$ cat src/rtl/sprite_mixer.sv
// Two-stage sprite mixer: per-pixel priority select across layers, then palette lookup.
// Optional build macro SPRITE_COLL_EN adds sticky per-layer collision flags.
module sprite_mixer #(
  parameter int LAYERS    = 4,
  parameter int SPR_DATAW = 4,
  parameter int COLRW     = 4,
  parameter int TRANS_IDX = 0
) (
  input  logic                          clk,
  input  logic                          rst,
  input  logic                          frame,
  input  logic                          de_in,
  input  logic [LAYERS*SPR_DATAW-1:0]   pix_in,
  input  logic [LAYERS-1:0]             drawing_in,
  input  logic [SPR_DATAW-1:0]          bg_idx,
  input  logic                          pal_we,
  input  logic [SPR_DATAW-1:0]          pal_addr,
  input  logic [3*COLRW-1:0]            pal_data,
  output logic [3*COLRW-1:0]            rgb_out,
  output logic                          de_out,
  output logic [$clog2(LAYERS):0]       hit_layer
`ifdef SPRITE_COLL_EN
  ,
  input  logic                          coll_clr,
  output logic [LAYERS-1:0]             collision
`endif
);

  localparam int HITW = $clog2(LAYERS) + 1;
  localparam int NPAL = 2 ** SPR_DATAW;
  localparam int RGBW = 3 * COLRW;

  logic [LAYERS-1:0]    opaque;
  logic [SPR_DATAW-1:0] s1_idx_d, s1_idx_q;
  logic [HITW-1:0]      s1_hit_d, s1_hit_q;
  logic                 s1_de_d, s1_de_q;
  logic [RGBW-1:0]      rgb_d, rgb_q;
  logic                 de_d, de_q;
  logic [HITW-1:0]      hit_d, hit_q;
  logic [RGBW-1:0]      pal_d [NPAL];
  logic [RGBW-1:0]      pal_q [NPAL];

  always_comb begin
    for (int k = 0; k < LAYERS; k++) begin
      opaque[k] = drawing_in[k] &&
                  (pix_in[k*SPR_DATAW +: SPR_DATAW] != SPR_DATAW'(TRANS_IDX));
    end
  end

  // NOTE: every variable gets a default before any conditional assignment,
  // otherwise synthesis infers a latch to hold the old value.
  always_comb begin
    s1_idx_d = bg_idx;
    s1_hit_d = HITW'(LAYERS);
    s1_de_d  = de_in;
    // Scan from the highest layer down so the lowest-numbered opaque layer wins.
    for (int k = LAYERS - 1; k >= 0; k--) begin
      if (opaque[k]) begin
        s1_idx_d = pix_in[k*SPR_DATAW +: SPR_DATAW];
        s1_hit_d = HITW'(k);
      end
    end
  end

  // Blank pixels output black and report the background layer.
  always_comb begin
    de_d  = s1_de_q;
    rgb_d = s1_de_q ? pal_q[s1_idx_q] : '0;
    hit_d = s1_de_q ? s1_hit_q : HITW'(LAYERS);
  end

  always_comb begin
    for (int i = 0; i < NPAL; i++) begin
      pal_d[i] = pal_q[i];
    end
    if (pal_we) begin
      pal_d[pal_addr] = pal_data;
    end
  end

  // NOTE: non-blocking assignments make every register sample the pre-edge
  // values, which is what gives the palette its read-old-on-write behaviour.
  always_ff @(posedge clk or posedge rst) begin
    if (rst) begin
      s1_idx_q <= '0;
      s1_hit_q <= HITW'(LAYERS);
      s1_de_q  <= 1'b0;
      rgb_q    <= '0;
      de_q     <= 1'b0;
      hit_q    <= HITW'(LAYERS);
    end else begin
      s1_idx_q <= s1_idx_d;
      s1_hit_q <= s1_hit_d;
      s1_de_q  <= s1_de_d;
      rgb_q    <= rgb_d;
      de_q     <= de_d;
      hit_q    <= hit_d;
    end
  end

  // NOTE: the palette is built from flops with a reset because it must read
  // back as zero after reset; a RAM macro could not be cleared this way.
  always_ff @(posedge clk or posedge rst) begin
    if (rst) begin
      for (int i = 0; i < NPAL; i++) begin
        pal_q[i] <= '0;
      end
    end else begin
      for (int i = 0; i < NPAL; i++) begin
        pal_q[i] <= pal_d[i];
      end
    end
  end

  assign rgb_out   = rgb_q;
  assign de_out    = de_q;
  assign hit_layer = hit_q;

`ifdef SPRITE_COLL_EN
  logic [LAYERS-1:0] coll_d, coll_q;
  logic              multi_hit;

  // Two or more opaque bits set: clearing the lowest leaves something behind.
  assign multi_hit = de_in && ((opaque & (opaque - 1'b1)) != '0);

  always_comb begin
    coll_d = (frame || coll_clr) ? '0 : coll_q;
    if (multi_hit) begin
      coll_d = coll_d | opaque;
    end
  end

  always_ff @(posedge clk or posedge rst) begin
    if (rst) begin
      coll_q <= '0;
    end else begin
      coll_q <= coll_d;
    end
  end

  assign collision = coll_q;
`else
  logic unused_frame;
  assign unused_frame = frame;
`endif

endmodule

$ cat config.mk
export PLATFORM = sky130hd
export DESIGN_NAME = sprite_mixer
export DESIGN_NICKNAME = d
export VERILOG_FILES = /design/src/rtl/sprite_mixer.sv
export SDC_FILE = /design/constraint.sdc
export NUM_CORES = 1
export LEC_CHECK = 0
export CAP_MARGIN = 15
export CORE_AREA = 2 2 170 172
export DETAILED_ROUTE_END_ITERATION = 16
export DIE_AREA = 0 0 172 174
export GPL_TIMING_DRIVEN = 1
export MAX_ROUTING_LAYER = met4
export PLACE_DENSITY = 0.54
export SLEW_MARGIN = 10
export SYNTH_ARGS = -nofsm -noshare
export SYNTH_HDL_FRONTEND = slang
export SYNTH_SLANG_ARGS = --single-unit
$ cat constraint.sdc
create_clock -name clk -period 8.1 [get_ports clk]
set_input_delay 1.62 -clock clk [delete_from_list [all_inputs] [get_ports clk]]
set_output_delay 1.62 -clock clk [all_outputs]
set_load 0.02 [all_outputs]
==> After elaboration in Yosys (flattened, before gate mapping) <==
Index checks and enable logic that the tools add are counted.
{ "totals": {"regBits": 216, "latch_bits": 0, "ramBits": 0, "romBits": 0, "inputBits": 45, "out_inout_bits": 16, "word_cells": 52, "memories": 0} }
{ "classes": {"addsub": 0, "mul": 0, "n_div": 0, "order_cmp": 3, "n_eq_ne": 0, "shift": 0, "mux": 16, "n_bitwise": 2, "n_reduce_logical": 9} }
{ "ops": {"columns": ["op", "n"], "rows": [
  ["$bwmux W192", 1],
  ["$bmux W12 S4", 1],
  ["$demux W12 S4", 1],
  ["$mux W12", 4],
  ["$mux W4", 4],
  ["$reduce_bool A4 Y1", 4],
  ["$mux W3", 5],
  ["$ge A5 B5 Y1 const B", 2],
  ["$not A4 Y5", 2],
  ["$logic_and A1 B1 Y1", 5],
  ["$lt A5 B1 Y1 const B", 1]
]} }

==> Longest topological paths before layout <==
Gate-level depths: netlist of run 1.
{ "depth": {"word_depth": 6, "ltp_mapped": 7, "depth_no_buf": 4} }

==> Least setup slack after synthesis of run 1 <==
No wires, ideal clock.
{ "synth_path": {"kind": "input port to flip-flop", "startpoint": "input port pal_addr[1]", "endpoint": "register pal_q[132] (netlist name)", "t_arrival_ns": 2.809, "path_slack_ns": 5.167, "stages": 4, "path_cell_list": "buf_2 -> nor4_1 -> buf_2 -> mux2_2"} }
{ "synth_between": {"elab_chain_len": 6, "word_cells_on_any_way": 7} }
{ "synth_lines": {"columns": ["element", "line_no", "rtl"], "rows": [
  ["start, declared", "17", "input logic [SPR_DATAW-1:0] pal_addr,"],
  ["$not A4 Y5 (not written as such) *", "77", "pal_d[pal_addr] = pal_data;"],
  ["$ge A5 B5 Y1 (not written as such) or $lt A5 B1 Y1 (tied branches)", "77", null],
  ["$logic_and A1 B1 Y1 (not written as such)", "77", null],
  ["$mux W12 (not written as such)", "77", null],
  ["$demux W12 S4 *", "77", null],
  ["$bwmux W192 *", "77", null],
  ["end signal, assigned by index", "110", "pal_q[i] <= pal_d[i];"],
  ["end, declared", "41", "logic [RGBW-1:0] pal_q [NPAL];"]
]} }
Every way passes the cells marked *; elsewhere a longest branch is shown, timed or not.
A chain may end at the register's enable or synchronous reset.

==> Final worst setup path of run 1 <==
{ "layout_path": {"startpoint": "input port pal_addr[1]", "endpoint": "register pal_q[190] (netlist name)"} }
The elaborated chain is that of the path after synthesis.

==> results of run 1 <==
-- cells by family (layout without fill, tap and decap cells) --
| kind of cell | count (synthesis) | in the layout |
|---|---|---|
| multiplexers | 273 | 273 |
| flip-flops | 216 | 216 |
| AND/OR/NAND/NOR | 73 | 73 |
| AO/OA/AOI/OAI | 72 | 72 |
| buffers and inverters | 53 | 122 |
-- power groups by stage --
stage,logic [mW],registers [mW],clock network [mW]
floorplan,0.415,1.43,0
global placement,0.539,1.44,0
detailed placement,0.562,1.47,0
CTS,0.564,1.45,1.11
global route,0.608,1.47,1.16
finish,0.555,1.45,1.07
-- critical path: cells and delay by family --
| kind | cells | cell delay, ps |
|---|---|---|
| muxes | 1 | 420 |
| and+or+nand+nor | 1 | 1070 |
| buffers and inverters | 1 | 650 |
-- per-stage QoR --
stage	std cells	worst slack (ps)	cell area [um2]	utilization, %
final	1140	4720	11500	40.9
after global routing	1140	4480	11500	40.9
after CTS	1140	4740	11500	40.9
after detailed placement	1096	4190	10700	38.0
after global placement	1096	4220	10700	38.0
after floorplan	687	576	9730	-
-- cells in the mapped netlist, drive strengths merged (3+ instances only) --
cell type / instances / area share [%]
a21oi: 4 / 0.21
a221oi: 4 / 0.36
a22o: 4 / 0.36
a22oi: 32 / 2.5
and2: 4 / 0.26
buf: 30 / 1.7
clkbuf: 21 / 0.81
dfrtp: 214 / 55
mux2: 192 / 22
mux2i: 66 / 6.8
mux4: 15 / 3.5
nand2: 24 / 0.93
nand2b: 5 / 0.32
nand3: 11 / 0.57
nor2: 14 / 0.54
nor2b: 3 / 0.19
nor3: 4 / 0.21
o211ai: 10 / 0.77
o31ai: 8 / 0.62
or3: 4 / 0.26
-- layout by cell type, fill, tap and decap left out, types with 10 or more instances in the layout --
cell and count:
a22oi_1 32, nor2_1 13, mux2i_1 66, dfrtp_1 213, clkbuf_16 25, clkbuf_8 10
nand2_1 24, mux2_2 187, nand3_1 11, buf_4 17, o211ai_1 10, clkdlybuf4s50_1 59
mux4_2 15
-- layer usage --
| metal | up-vias | part of all wire (%) |
|---|---|---|
| met2 | 132 | 51 |
| met4 | 0 | 2.2 |
| met3 | 42 | 4.0 |
| met1 | 3161 | 43 |
| li1 | 2644 | - |
| met5 | - | 0 |
-- layout make-up --
class | count | area share (%)
well taps | 384 | 4.16
repair buffers | 76 | 6.22
clock inverters | 5 | 0.303
clock buffers | 39 | 6.74
multi-input cells | 418 | 35.6
inverters | 2 | 0.130
flip-flops and latches | 216 | 46.9
-- worst paths after layout --
path,to,slack (ps),cells past startpoint
min in group asynchronous,pal_q[35],1760,2
worst max register to register,rgb_out[7],5250,5
max in group asynchronous,pal_q[174],4800,3
worst max-delay path,pal_q[190],4720,3
worst min-delay path,hit_layer[0],460,1
worst min register to register,hit_layer[0],460,1
-- sequential cells by signal (all words and copies together), names as in the netlist --
register	cells
de_out	1
hit_layer	3
s1_idx_q	4
s1_hit_q	3
rgb_out	12
pal_q	192
de_d	1
==> results by group, run 1 <==
Run status
  • Status: finished, final reports clean

Synth
  • Mapped Area: 9730 um2
  • Adder-cell area share of the yosys netlist: 0%
  • Post-synth ARST share: 100%
  • #FFs+latches synth: 216
  • Sequential fraction of the synthesis area: 55.6%
  • Simple-Gate Fraction of Synth Area: 3.61%
  • Multiplexer share of the synthesized area: 32.5%
  • Largest family of logic cells by synthesized area: multiplexers
  • Syn. warnings: 0
  • Mean Syn Cell Area: 14.2 um2
  • Synth cell types: 37
  • Synth Area in Compound Gates: 5.72%
  • Ys flop type: dfrtp_1
  • Synthesized Nets: 732
  • EDFF count, synth: 0
  • Synth Instances: 687
  • Post-synthesis xor/xnor area fraction: 0%

Global route
  • Met3 usage: 1.98%
  • Global-route layer with the greatest usage: met2
  • Initial antenna violation count: 0
  • M1 GR Usage: 20.6%
  • Tot GR Track Use: 16.5%
  • GRT met2 Usage: 28.3%
  • Largest net degree at the start of global routing: 146
  • First-pass GRT wire length: 37.3 mm
  • Global route overflow: 0
  • Vias in the first global route: 6694

Pwr
  • Static Leak: 4.93 nW
  • Internal power: 2.29 mW
  • Net Sw Frac: 25.6%
  • Sw Pwr: 0.786 mW
  • Combinational fraction of design power: 18.0%
  • Max VDD drop: 0.000138 V
  • Pwr/cell area: 266 nW/um2
  • Clk pwr share: 34.9%
  • Final Total Pwr: 3.08 mW
  • Sequential group share of total power: 47.0%

Clocking
  • Htree depth: 1
  • Root buf cell: clkbuf_16
  • Num CTS Buffers: 24
  • Worst-case clock buffer depth: 3
  • Post CTS Setup Buffer Count: 0
  • Later-pin clock latency in the skew report: 510 ps
  • Hold_buf cts: 0
  • CTS sink count: 216
  • Cts repair resizes: 0
  • Reg clk slew, reported paths: 60 ps
  • TritonCTS clock tree: built

Floorplanning
  • Die height: 174 um
  • Die Area: 29900 um2
  • Core area: 28200 um2
  • Top Ports: 61
  • Row cnt: 62
  • Die Wd: 172 um
  • Initial Utilization: 34.4%

Final layout
  • Nets: 783
  • Share of post-route cells with drive strength above 1: 36.0%
  • Antenna Cells: 0
  • Area occupied by multi-input gates: 4110 um2
  • Register area: 5410 um2
  • FILL cells: 2638
  • P&R area growth vs syn: 18.7%

Critical path
  • Largest stage delay, worst path: 1070 ps
  • Required time of the critical path: 8490 ps
  • RR Startpoint: s1_idx_q[0]
  • CP Capture Type: flop
  • Crit path cell chain: clkdlybuf4s50_1 > nor4_4 > mux2_2
  • Crit-path slowest cell: nor4_4
  • CP Launch Type: input port
  • CP Class: in2reg
  • Critical path fanouts, max: 12
  • CP arrival: 3770 ps
  • Setup crit start: pal_addr[1]

Placed design
  • Port buffer count: 59
  • GP Congestion: 0.844
  • DP HPWL: 14.7 mm

STA
  • Final Hold Fails: 0
  • Final Critical Period: 3380 ps
  • Worst-Margin Slew: 1150 ps
  • RSZ-0062 raised after global routing: no
  • Slew margin rel.: 22.6%
  • Max Freq: 296 MHz
  • Fin crit share: 41.7%
  • Final setup viols: 0
  • Max-slew violation count: 0
  • Min Hold Slack: 457 ps
  • Setup TNS: 0 ps
  • Max Clock Skew: 11.4 ps

Detailed routing
  • Final WL: 23.2 mm
  • Antenna Nets Post-Route: 0
  • Vias/cell: 5.24
  • Routed vias: 5979
  • 1st-pass router iterations: 4
  • Iter 0 DRT Violations: 303
  • DRC: 0
  • Wire length per cell: 20.4 um

Min path
  • Hold Path Origin: s1_hit_q[0]
  • Class of the worst hold path: reg2reg

Job
  • Max-cap violations: 0
(Power assumes the default switching activity.)
==> run 2: changes to the inputs <==
--- a/config.mk
+++ b/config.mk
@@ -11,7 +11,7 @@
 export DIE_AREA = 0 0 172 174
 export GPL_TIMING_DRIVEN = 1
 export MAX_ROUTING_LAYER = met4
-export PLACE_DENSITY = 0.54
+export PLACE_DENSITY = 0.56
 export SLEW_MARGIN = 10
 export SYNTH_ARGS = -nofsm -noshare
 export SYNTH_HDL_FRONTEND = slang
==> constraint.sdc (replaced) <==
create_clock -name clk -period 2.95 [get_ports clk]
set_input_delay 0.59 -clock clk [delete_from_list [all_inputs] [get_ports clk]]
set_output_delay 0.59 -clock clk [all_outputs]
set_load 0.02 [all_outputs]
==> results by group, run 2 (synthesis gave the netlist of run 1 again) <==
Detailed routing
  • Antenna Nets Post-Route: 0 (unchanged)
  • 1st-pass router iterations: 6 (was 4)
  • Vias/cell: 5.20 (was 5.24)
  • Wire length per cell: 20.3 um (was 20.4 um)
  • Iter 0 DRT Violations: 294 (was 303)
  • Routed vias: 6016 (was 5979)
  • Final WL: 23.5 mm (was 23.2 mm)
  • DRC: 0 (unchanged)

Clocking
  • Hold_buf cts: 0 (unchanged)
  • Root buf cell: clkbuf_16 (unchanged)
  • Reg clk slew, reported paths: 50 ps (was 60 ps)
  • Htree depth: 1 (unchanged)
  • Num CTS Buffers: 24 (unchanged)
  • Post CTS Setup Buffer Count: 0 (unchanged)
  • CTS sink count: 216 (unchanged)
  • Cts repair resizes: 0 (unchanged)
  • TritonCTS clock tree: built (unchanged)
  • Later-pin clock latency in the skew report: 510 ps (about the same)
  • Worst-case clock buffer depth: 3 (unchanged)

STA
  • Fin crit share: 74.9%
  • Min Hold Slack: 455 ps (was 457 ps)
  • Final Critical Period: 2210 ps
  • Slew margin rel.: 44.7% (was 22.6%)
  • Final Hold Fails: 0 (unchanged)
  • Final setup viols: 0 (unchanged)
  • Max Clock Skew: 6.65 ps (was 11.4 ps)
  • RSZ-0062 raised after global routing: no (unchanged)
  • Max Freq: 453 MHz
  • Max-slew violation count: 0 (unchanged)
  • Worst-Margin Slew: 818 ps (was 1150 ps)

Run status
  • Status: finished, final reports clean (unchanged)

Job
  • Max-cap violations: 0 (unchanged)

Final layout
  • Number of flip-flops in the largest register: 192 (unchanged)
  • P&R area growth vs syn: 20.3% (was 18.7%)
  • Finished Layout Cells: 1156 (was 1140)
  • Antenna Cells: 0 (unchanged)
  • Final Util: 41.4% (was 40.9%)
  • Most common cell after layout, fill and taps aside: dfrtp_1 (unchanged)
  • Share of post-route cells with drive strength above 1: 36.9% (was 36.0%)
  • Most frequent cells in the layout: dfrtp_1 (213), mux2_2 (187), mux2i_1 (66), clkdlybuf4s50_1 (59), buf_4 (34) (was dfrtp_1 (213), mux2_2 (187), mux2i_1 (66), clkdlybuf4s50_1 (59), a22oi_1 (32))
  • Biggest register: pal_q (unchanged)
  • FILL cells: 2622 (was 2638)
  • Nets: 804 (was 783)

Critical path
  • Crit-path slowest cell: clkdlybuf4s50_1 (was nor4_4)
  • Crit path cell chain: clkdlybuf4s50_1 (was clkdlybuf4s50_1 > nor4_4 > mux2_2)
  • Largest stage delay, worst path: 590 ps (was 1070 ps)
  • Critical path fanouts, max: 1 (was 12)
  • R2R Setup Slk: 840 ps (was 5250 ps)
  • Required time of the critical path: 2360 ps (was 8490 ps)
  • CP Class: reg2out (was in2reg)
  • R2r endpoint: rgb_out[7] (unchanged)
  • Worst Reg-to-Reg Cells: 6 (was 5)
  • CP Launch Type: flop (was input port)
  • Worst path bufs/invs: 1 (unchanged)
  • Largest delay share family, worst path: buffers and inverters (was simple AND/OR/NAND/NOR gates)
  • RR Startpoint: s1_idx_q[2] (was s1_idx_q[0])
  • CP arrival: 1620 ps (was 3770 ps)
  • CP Capture Type: output port (was flop)

Global route
  • Largest net degree at the start of global routing: 47 (was 146)
  • Tot GR Track Use: 16.6% (was 16.5%)
  • Initial antenna violation count: 0 (unchanged)
  • First-pass GRT wire length: 37.3 mm (about the same)
  • Vias in the first global route: 6613 (was 6694)
  • Global route overflow: 0 (unchanged)

Pwr
  • Pwr/cell area: 720 nW/um2 (was 266 nW/um2)
  • Max VDD drop: 0.000416 V (was 0.000138 V)
  • Final Total Pwr: 8.42 mW (was 3.08 mW)
  • Static Leak: 5.02 nW (was 4.93 nW)

Placed design
  • Port buffer count: 59 (unchanged)
  • DP HPWL: 15.7 mm (was 14.7 mm)
  • Placed Cells: 1117 (was 1096)
  • GP Congestion: 0.855 (was 0.844)

Floorplanning
  • Die Wd: 172 um (unchanged)
  • Initial Utilization: 34.4% (unchanged)
  • Row cnt: 62 (unchanged)
  • Die Area: 29900 um2 (unchanged)
  • Core area: 28200 um2 (unchanged)
  • Top Ports: 61 (unchanged)
  • Die height: 174 um (unchanged)

Min path
  • Class of the worst hold path: reg2reg (unchanged)
  • Hold Path End: de_out (was hit_layer[0])
  • Hold Path Origin: de_d (was s1_hit_q[0])
  • Hold depth: 0 (was 1)
==> run 2: report_power, final <==
group	internal (mW)	total (mW)	switching, mW
clock	1.77	2.89	1.12
sequential	3.62	3.96	0.347
combinational	0.900	1.57	0.667
==> run 2: layer usage <==
layer | share of wire (%) | vias up | global-route usage, %
met4 | 2.2 | 0 | 4.41
li1 | - | 2684 | -
met3 | 3.8 | 39 | 2.12
met1 | 43 | 3169 | 20.8
met2 | 51 | 124 | 28.4
met5 | 0 | - | -
==> run 2: layout make-up <==
cell class	count	area (um2)	share of cell area, %
Tap cell	384	480	4.11
Clock buffer	37	731	6.24
Inverter	2	11.3	0.0962
Clock inverter	2	35.0	0.299
Sequential cell	216	5410	46.2
Multi-Input combinational cell	418	4110	35.1
Timing Repair Buffer	97	926	7.91
==> run 2: metrics by stage <==
stage	TNS, ps	setup slack [ps]	cell area, um2
after CTS	0	722	11700
after global routing	0	705	11700
after detailed placement	0	384	10900
after floorplan	-96410	-450	9730
final	0	741	11700
after global placement	0	444	10900
==> run 2: how the worst max path moves through the flow <==
| stage | startpoint | end | slack [ps] | depth (start not counted) |
|---|---|---|---|---|
| 3_5_place_dp | pal_addr[1] | pal_q[156] | 380 | 5 |
| 4_1_cts | hit_layer[2] | hit_layer[2] | 720 | 1 |
| 3_3_place_gp | pal_addr[3] | pal_q[90] | 440 | 4 |
| 6_report | hit_layer[2] | hit_layer[2] | 740 | 1 |
| 2_1_floorplan | rst | de_d | -450 | 1 |
| 5_1_grt | hit_layer[2] | hit_layer[2] | 710 | 1 |
==> run 3: changes to the inputs <==
--- a/config.mk
+++ b/config.mk
@@ -11,7 +11,7 @@
 export DIE_AREA = 0 0 172 174
 export GPL_TIMING_DRIVEN = 1
 export MAX_ROUTING_LAYER = met4
-export PLACE_DENSITY = 0.56
+export PLACE_DENSITY = 0.54
 export SLEW_MARGIN = 10
 export SYNTH_ARGS = -nofsm -noshare
 export SYNTH_HDL_FRONTEND = slang
==> constraint.sdc (replaced) <==
create_clock -name clk -period 2.28 [get_ports clk]
set_input_delay 0.456 -clock clk [delete_from_list [all_inputs] [get_ports clk]]
set_output_delay 0.456 -clock clk [all_outputs]
set_load 0.02 [all_outputs]
==> results by group, run 3 (synthesis gave the netlist of run 1 again) <==
Run status
  • Status: finished, final reports clean (unchanged)

Job
  • Max-cap violations: 0 (unchanged)

Clocking
  • Root buf cell: clkbuf_16 (unchanged)
  • Cts repair resizes: 0 (unchanged)
  • Post CTS Setup Buffer Count: 0 (unchanged)
  • Worst-case clock buffer depth: 3 (unchanged)
  • Hold_buf cts: 0 (unchanged)
  • CTS sink count: 216 (unchanged)
  • Later-pin clock latency in the skew report: 510 ps (about the same)
  • Htree depth: 1 (unchanged)
  • TritonCTS clock tree: built (unchanged)
  • Num CTS Buffers: 24 (unchanged)
  • Reg clk slew, reported paths: 60 ps (was 50 ps)

Detailed routing
  • DRC: 0 (unchanged)
  • Vias/cell: 5.13 (was 5.20)
  • Final WL: 23.9 mm (was 23.5 mm)
  • Iter 0 DRT Violations: 290 (was 294)
  • 1st-pass router iterations: 4 (was 6)
  • Antenna Nets Post-Route: 0 (unchanged)
  • Wire length per cell: 20.5 um (was 20.3 um)
  • Routed vias: 6002 (was 6016)

Final layout
  • Most frequent cells in the layout: dfrtp_1 (213), mux2_2 (187), mux2i_1 (66), clkdlybuf4s50_1 (59), a22oi_1 (32) (was dfrtp_1 (213), mux2_2 (187), mux2i_1 (66), clkdlybuf4s50_1 (59), buf_4 (34))
  • Most common cell after layout, fill and taps aside: dfrtp_1 (unchanged)
  • Biggest register: pal_q (unchanged)
  • Final Util: 42.3% (was 41.4%)
  • Finished Layout Cells: 1169 (was 1156)
  • Share of post-route cells with drive strength above 1: 37.7% (was 36.9%)
  • P&R area growth vs syn: 22.8% (was 20.3%)
  • Antenna Cells: 0 (unchanged)
  • Nets: 812 (was 804)
  • Number of flip-flops in the largest register: 192 (unchanged)

Pwr
  • Static Leak: 5.12 nW (was 5.02 nW)
  • Final Total Pwr: 11.0 mW (was 8.42 mW)
  • Max VDD drop: 0.000455 V (was 0.000416 V)
  • Pwr/cell area: 921 nW/um2 (was 720 nW/um2)

Global route
  • Global route overflow: 0 (unchanged)
  • Vias in the first global route: 6632 (was 6613)
  • Tot GR Track Use: 17.1% (was 16.6%)
  • Largest net degree at the start of global routing: 85 (was 47)
  • Initial antenna violation count: 0 (unchanged)
  • First-pass GRT wire length: 38.3 mm (was 37.3 mm)

Critical path
  • Largest delay share family, worst path: buffers and inverters (unchanged)
  • CP Capture Type: output port (unchanged)
  • Setup crit start: hit_layer[2] (unchanged)
  • Largest stage delay, worst path: 610 ps (was 590 ps)
  • CP Class: reg2out (unchanged)
  • R2R Setup Slk: 400 ps (was 840 ps)
  • Worst path bufs/invs: 1 (unchanged)
  • CP Launch Type: flop (unchanged)
  • CP arrival: 1640 ps (was 1620 ps)
  • Required time of the critical path: 1820 ps (was 2360 ps)
  • Setup crit end: hit_layer[2] (unchanged)
  • Stages on worst setup path: 1 (unchanged)
  • Critical path fanouts, max: 1 (unchanged)
  • Crit path cell chain: clkdlybuf4s50_1 (unchanged)
  • RR Startpoint: s1_idx_q[0] (was s1_idx_q[2])
  • Worst Reg-to-Reg Cells: 6 (unchanged)
  • Crit-path slowest cell: clkdlybuf4s50_1 (unchanged)
  • R2r endpoint: rgb_out[10] (was rgb_out[7])

Floorplanning
  • Initial Utilization: 34.4% (unchanged)
  • Top Ports: 61 (unchanged)
  • Die height: 174 um (unchanged)
  • Die Wd: 172 um (unchanged)
  • Die Area: 29900 um2 (unchanged)
  • Core area: 28200 um2 (unchanged)
  • Row cnt: 62 (unchanged)

Min path
  • Class of the worst hold path: in2reg (was reg2reg)
  • Hold Path Origin: de_in (was de_d)

STA
  • Max Clock Skew: 7.43 ps (was 6.65 ps)
  • Fin crit share: 92.0%
  • Worst-Margin Slew: 639 ps (was 818 ps)
  • Final setup viols: 0 (unchanged)
  • RSZ-0062 raised after global routing: no (unchanged)
  • Max-slew violation count: 0 (unchanged)
  • Final Hold Fails: 0 (unchanged)
  • Slew margin rel.: 57.3% (was 44.7%)
  • Final Critical Period: 2100 ps
  • Max Freq: 477 MHz

Placed design
  • DP HPWL: 16.0 mm (was 15.7 mm)
  • Port buffer count: 59 (unchanged)
  • Placed Cells: 1125 (was 1117)
  • GP Congestion: 0.852 (was 0.855)
==> run 3: area by class of cell <==
type / count / area [um2]
tap: 384 / 480
clock buffer: 37 / 701
sequential: 216 / 5410
fill: 2550 / 16300
multi-input combinational: 418 / 4110
clock inverter: 7 / 85.1
inverter: 2 / 11.3
timing repair buffer: 105 / 1150
==> run 3: report_power, final <==
part           switching (mW)  leakage [nW]  total (mW)  internal [mW]
sequential              0.432          2.66        5.11           4.68
clock                    1.50         0.388        3.83           2.33
combinational           0.875          2.08        2.06           1.18
==> run 3: metal layers <==
layer  share of wire [%]  up-vias  track usage, %  wire length, um
met3                 3.2       40            1.84              761
met1                  44     3150            22.2            10500
li1                    -     2694               -                -
met5                   0        -               -                0
met4                 2.1        0            4.03              506
met2                  51      118            28.7            12100
==> run 3: worst reg2reg max path, delay by kind of cell (launching register included) <==
kind	cells	cell delay, ps
multiplexers	1	230
AO/OA/AOI/OAI	2	260
buffers and inverters	2	530
flip-flops	1	540
AND/OR/NAND/NOR	1	190
==> run 3: worst min-delay path by stage <==
| stage | to | slack, ps | cells after the start |
|---|---|---|---|
| final | de_d | 400 | 1 |
| after global routing | de_d | 390 | 1 |
| after CTS | de_d | 380 | 1 |
| after detailed placement | hit_layer[1] | 460 | 1 |
| after global placement | hit_layer[1] | 450 | 1 |
| after floorplan | de_out | 400 | 0 |
==> run 3: per-stage QoR <==
| step | worst slack [ps] | hold WS (ps) | setup TNS (ps) | instance area, um2 |
|---|---|---|---|---|
| floorplan | -986 | 405 | -211640 | 9730 |
| global placement | 57.4 | 448 | 0 | 11200 |
| detailed placement | 33.3 | 460 | 0 | 11200 |
| CTS | 156 | 384 | 0 | 11900 |
| global route | 130 | 386 | 0 | 11900 |
| finish | 183 | 400 | 0 | 11900 |
